<file path="src/rtl/piso_bit_serializer.sv">
// Parallel-in/serial-out stage: accepts a WIDTH-bit word on a valid/ready load and shifts it
// out one bit per clock, first bit the cycle after accept; reload on the last bit avoids bubbles.
module piso_bit_serializer #(
    parameter int WIDTH     = 8,
    parameter int MSB_FIRST = 1
) (
    input  logic             clk,
    input  logic             rst,
    input  logic [WIDTH-1:0] data_in,
    input  logic             load_valid,
    output logic             load_ready,
    output logic             out,
    output logic             out_valid,
    output logic             busy,
    output logic             frame_done
);

    localparam int CW = (WIDTH > 1) ? $clog2(WIDTH) : 1;
    localparam logic [CW-1:0] CNT_LAST = CW'(WIDTH - 1);
    localparam logic [CW-1:0] CNT_ONE  = CW'(1);

    localparam logic ST_IDLE  = 1'b0;
    localparam logic ST_SHIFT = 1'b1;

    logic             state_q, state_d;
    logic [WIDTH-1:0] shreg_q, shreg_d;
    logic [CW-1:0]    cnt_q, cnt_d;

    logic             last_bit;
    logic             accept;
    logic [WIDTH-1:0] shifted;

    assign last_bit   = (state_q == ST_SHIFT) && (cnt_q == CNT_LAST);
    assign load_ready = (state_q == ST_IDLE) || last_bit;
    assign accept     = load_valid && load_ready;

    assign out_valid  = (state_q == ST_SHIFT);
    assign busy       = (state_q == ST_SHIFT);
    assign frame_done = last_bit;

    // The output end of the register is fixed by MSB_FIRST; zeros fill from the other end.
    always_comb begin
        if (MSB_FIRST != 0) begin
            shifted = {shreg_q[WIDTH-2:0], 1'b0};
            out     = (state_q == ST_SHIFT) ? shreg_q[WIDTH-1] : 1'b0;
        end else begin
            shifted = {1'b0, shreg_q[WIDTH-1:1]};
            out     = (state_q == ST_SHIFT) ? shreg_q[0] : 1'b0;
        end
    end

    always_comb begin
        state_d = state_q;
        shreg_d = shreg_q;
        cnt_d   = cnt_q;
        case (state_q)
            ST_IDLE: begin
                if (accept) begin
                    shreg_d = data_in;
                    cnt_d   = '0;
                    state_d = ST_SHIFT;
                end
            end
            default: begin
                if (last_bit) begin
                    cnt_d = '0;
                    if (accept) begin
                        shreg_d = data_in;
                    end else begin
                        shreg_d = shifted;
                        state_d = ST_IDLE;
                    end
                end else begin
                    shreg_d = shifted;
                    cnt_d   = cnt_q + CNT_ONE;
                end
            end
        endcase
    end

    always_ff @(posedge clk) begin
        if (rst) begin
            state_q <= ST_IDLE;
            shreg_q <= '0;
            cnt_q   <= '0;
        end else begin
            state_q <= state_d;
            shreg_q <= shreg_d;
            cnt_q   <= cnt_d;
        end
    end

endmodule

</file>
<file path="config.mk">
export PLATFORM = sky130hd
export DESIGN_NAME = piso_bit_serializer
export DESIGN_NICKNAME = d
export VERILOG_FILES = /design/src/rtl/piso_bit_serializer.sv
export SDC_FILE = /design/constraint.sdc
export NUM_CORES = 1
export LEC_CHECK = 0
export CELL_PAD_IN_SITES_DETAIL_PLACEMENT = 1
export CELL_PAD_IN_SITES_GLOBAL_PLACEMENT = 1
export CORE_MARGIN = 2
export CORE_UTILIZATION = 40
export CTS_CLUSTER_SIZE = 12
export DETAILED_ROUTE_END_ITERATION = 12
export DONT_BUFFER_PORTS = 1
export GPL_TIMING_DRIVEN = 0
export PLACE_DENSITY_LB_ADDON = 0.1
export RECOVER_POWER = 50
export SLEW_MARGIN = 20
export SYNTH_ARGS = -nofsm -noshare
export SYNTH_HDL_FRONTEND = slang
export SYNTH_SLANG_ARGS = --single-unit
</file>
<file path="constraint.sdc">
create_clock -name clk -period 2.8 [get_ports clk]
set_input_delay 0.56 -clock clk [delete_from_list [all_inputs] [get_ports clk]]
set_output_delay 0.56 -clock clk [all_outputs]
set_load 0.02 [all_outputs]
</file>
# Word-level counts from Yosys, hierarchy flattened

Cells that the tools add are included.

Eq/ne operators: 1
Add/subtract/negate cells: 1
Muxes and demuxes: 11
Reductions and logical operators: 4
Bitwise operators: 1

Operators by type and width:

| cell                                                           | count |
|---|---|
| 8-bit two-way mux                                              | 4 |
| 3-bit two-way mux                                              | 3 |
| 1-bit two-way mux                                              | 4 |
| 3-bit by 1-bit adder with 3-bit output (second input constant) | 1 |
| 3-bit equality test (second input constant)                    | 1 |
| 1-bit logical AND                                              | 2 |
| 2-bit nonzero test                                             | 1 |
| 1-bit logical OR                                               | 1 |
| 1-bit NOT                                                      | 1 |

Flip-flop bits (word level): 12
Input bits: 11

# Longest topological paths before layout

Depth in word-level cells: 7
Depth in mapped cells: 6

# Worst setup path before layout

No wires, ideal clock.

Path kind: flip-flop to output port
Start: register cnt_q[0]
End: output port load_ready
Slack: 1,144 ps
Cell stages (with the launch flop): 5
Arrival: 1,096 ps
Cell sequence: dfxtp_1 ha_1 ha_1 nor2b_1 inv_1

Longest elaborated chain between the ends: 3

Ends and longest elaborated chain:

| element                | RTL line | RTL |
|---|---|---|
| start, declared        | 27       | `logic [CW-1:0] cnt_q, cnt_d;` |
| start signal, assigned | 89       | `cnt_q <= cnt_d;` |
| 3-bit equality test    | 33       | `assign last_bit = (state_q == ST_SHIFT) && (cnt_q == CNT_LAST);` |
| 1-bit logical AND      | 33       |  |
| 1-bit logical OR       | 34       | `assign load_ready = (state_q == ST_IDLE) \|\| last_bit;` |
| end, declared          | 11       | `output logic load_ready,` |

Every way passes these cells.

# Final worst setup path

Ends and elaborated chain as after synthesis.

==> summary.txt <==
Pwr
  • Sequential share of power: between 50% and 60%
  • Net Switching: 88.63 uW
  • Peak VDD IR: approximately 0.30 mV
  • Lkg Pwr: roughly 0.00025 uW
  • Pwr/cell area: around 570 nW/um^2
  • Sw Ratio: 25.85%
  • Total power draw: around 340 uW
  • Proportion of power drawn by the clock network: approximately 30%
  • Logic pwr share: approximately 14%
  • Total internal power: 254.2 uW

Worst hold path
  • Worst hold path depth: 1
  • Worst Hold End: shreg_q[6]$_SDFFE_PP0P_
  • Min-delay src: rst
  • Worst hold path type: in -> reg

Place
  • Post-DP HPWL: approximately 740 um
  • I/O Buffers: 0
  • Placed inst area: 585.6 um^2
  • GP Congestion: 0.7386

Outcome
  • Status: finished, final reports clean

Setup path
  • R2r startpoint: cnt_q[0]$_SDFFE_PP0P_
  • R2R cell count: 6
  • CP Data Required Time: 2240 ps
  • Crit-path cells: ha_1 > ha_1 > nor2b_1 > inv_1
  • Critical path class: reg -> out
  • Critical Path Fanout Max: 5
  • CP arrival: 1540 ps
  • CP max stage cell: dfxtp_1
  • CP Capture Type: output port
  • Startpoint Class: flip-flop
  • Reg2reg setup slack: 990 ps
  • Worst reg2reg endpoint: shreg_q[4]$_SDFFE_PP0P_
  • Top cell by count, worst path: ha_1
  • Worst path max stage delay: roughly 320 ps

Routing
  • DRT antenna net count: 0
  • Drt initial violations: 1
  • DRT Wirelength: 1006 um
  • Vias: 410
  • DRC: 0
  • Vias/cell: roughly 5.3
  • Per-cell routed wire length: 13.06 um
  • Router iterations before antenna repair: 3

Final layout
  • Area Overhead vs Synth: 5.298%
  • Final nets: just under 80
  • Fillcell total: 160
  • N_diodes: 0
  • Fin area: approximately 600 um^2
  • Area taken by multi-input logic gates: 280.3 um^2
  • Layout cells sized above 1: 9.677%
  • Storage cell area: 240.2 um^2

Logic synthesis
  • Mapped Area: 566.8 um^2
  • Mapped Nets: 72
  • Register area share after synthesis: between 40% and 50%
  • Top cells by count, synth: nor2_1, dfxtp_1, mux2i_1
  • Post-Synthesis Cells: 59
  • Syn Area/Cell: about 9.6 um^2
  • EDFF count, synth: 0
  • Ys async rst share: 0%
  • Synth Flop Type: dfxtp_1
  • Leading area contributor after synthesis: dfxtp_1
  • Yosys cell types: 17
  • Seq cells post-synth: 12
  • Most frequent cell after synthesis: nor2_1
  • Top cell type's share of synthesized area: 42.38%
  • Synth Warn #: 0
  • Ranking of synthesized cells by area: dfxtp_1, mux2i_1, a211oi_1, nor2_1, ha_1

GRT
  • Gr ovfl total: 0
  • Number of antenna violations at the first check in global routing: 0
  • Total Routing Usage GR: between 10% and 20%
  • Largest net degree at the start of global routing: 11
  • Vias in the first global route: 366
  • Global-route wire length before repair: 1607 um

Timing
  • Period utilization: between 70% and 80%
  • Hold Fails Final Rpt: 0
  • Tightest Pin Transition: between 400 and 500 ps
  • Max frequency: roughly 0.48 GHz
  • Setup TNS: 0 ps
  • RSZ-0062 raised after global routing: false
  • Max-slew violations: 0
  • Post-layout min period: ~2100 ps
  • Final setup vio count: 0
  • Slew HR: around two thirds
  • Clock Skew: approximately 0.8 ps

Clock tree
  • TritonCTS Sinks: 12
  • PostCTS Resize Cnt: 0
  • Setup Buffers After CTS: 0
  • Clk buf depth: 2
  • Clk Latency, worst-skew pair: about 270 ps
  • # hold bufs at CTS: 0
  • CTS tree: yes
  • Clock root cell: clkbuf_4
  • Register clock-pin slew on the reported worst setup and hold paths: 70 ps
  • H-tree levels: 1
  • Clock buffer count from CTS: 3

Floorplan
  • Core ar.: 1318 um^2
  • Die area: between 1500 and 2000 um^2
  • I/O pin count: 16
  • Die W: between 40 and 50 um
  • Die height: approximately 42 um
  • Std cell rows: 13
  • Initial core utilization: a little over two fifths

Flow run
  • Max-cap check violation count: 0
## final cells by class
cell class,count,share of cell area (%)
tap,15,3.145
inverter,1,0.6289
multi-input combinational,41,46.96
clock buffer,3,3.774
sequential,12,40.25
buffer,5,5.241
## routing by layer
| layer | part of all wire (%) | GRT usage, % | vias up |
|---|---|---|---|
| met5 | 0 | 0 | - |
| met3 | 6.3 | 6.087 | 4 |
| met2 | 38 | 15.00 | 12 |
| met4 | 3.0 | 9.677 | 0 |
| met1 | 52 | 16.94 | 181 |
| li1 | - | - | 213 |
## placed cells by master, fill, tap and decap left out
cell      count
a22oi_1       2
mux2i_1       9
buf_2         1
clkbuf_1      2
a21boi_0      1
inv_1         1
dfxtp_1      12
clkbuf_4      3
nor2_1       14
nand3_1       1
buf_4         1
nor2b_1       1
or2_1         1
o21a_1        1
ha_1          2
buf_6         1
a211oi_1      7
and2_1        2
## state kept, by name, summed over array words and instances (netlist names)
register,count
busy,1
cnt_q,3
shreg_q,8
## worst max-delay path by stage
| stage | depth (start not counted) | to | from | slack (ps) |
|---|---|---|---|---|
| 6_report | 4 | load_ready | cnt_q[0]$_SDFFE_PP0P_ | 700 |
| 5_1_grt | 4 | load_ready | cnt_q[0]$_SDFFE_PP0P_ | 650 |
| 3_5_place_dp | 4 | load_ready | cnt_q[0]$_SDFFE_PP0P_ | 990 |
| 3_3_place_gp | 4 | load_ready | cnt_q[0]$_SDFFE_PP0P_ | 1020 |
| 2_1_floorplan | 4 | load_ready | cnt_q[0]$_SDFFE_PP0P_ | 1140 |
| 4_1_cts | 4 | load_ready | cnt_q[0]$_SDFFE_PP0P_ | 690 |
## worst max-delay path: cells and delay by family (launching register included)
family / cells / cell delay [ps]
fa+ha+maj: 2 / 430
buf+inv: 1 / 200
flops: 1 / 320
simple gates: 1 / 320
## per-stage QoR
| step | setup WS (ps) | util [%] | std cells | hold slack, ps |
|---|---|---|---|---|
| detailed placement | 985.8 | 44.44 | 74 | 491.8 |
| global placement | 1022 | 44.44 | 74 | 486.9 |
| finish | 704.3 | 45.30 | 77 | 351.7 |
| floorplan | 1144 | - | 59 | 468.5 |
| CTS | 690.5 | 46.15 | 77 | 343.6 |
| global route | 649.2 | 45.30 | 77 | 335.3 |
## logic make-up (layout without fill, tap and decap cells)
| logic type | count (synthesis) | count (layout) | share of synthesized area [%] |
|---|---|---|---|
| adder cells (fa/ha/maj) | 2 | 2 | 4.414 |
| buffers and inverters | 6 | 9 | 7.504 |
| multiplexers | 9 | 9 | 15.89 |
| AND/OR/NAND/NOR | 19 | 19 | 14.57 |
| AO/OA/AOI/OAI | 11 | 11 | 15.23 |
| flip-flops | 12 | 12 | 42.38 |
## power groups by stage
stage	Combinational, uW	Clock [uW]	Sequential (uW)
after floorplan	42.8	0	194
after global placement	48.6	0	195
after detailed placement	49.3	0	196
after CTS	49.3	109	192
after global routing	52.4	116	193
final	46.4	105	192
Power figures use the tool's default switching activity.
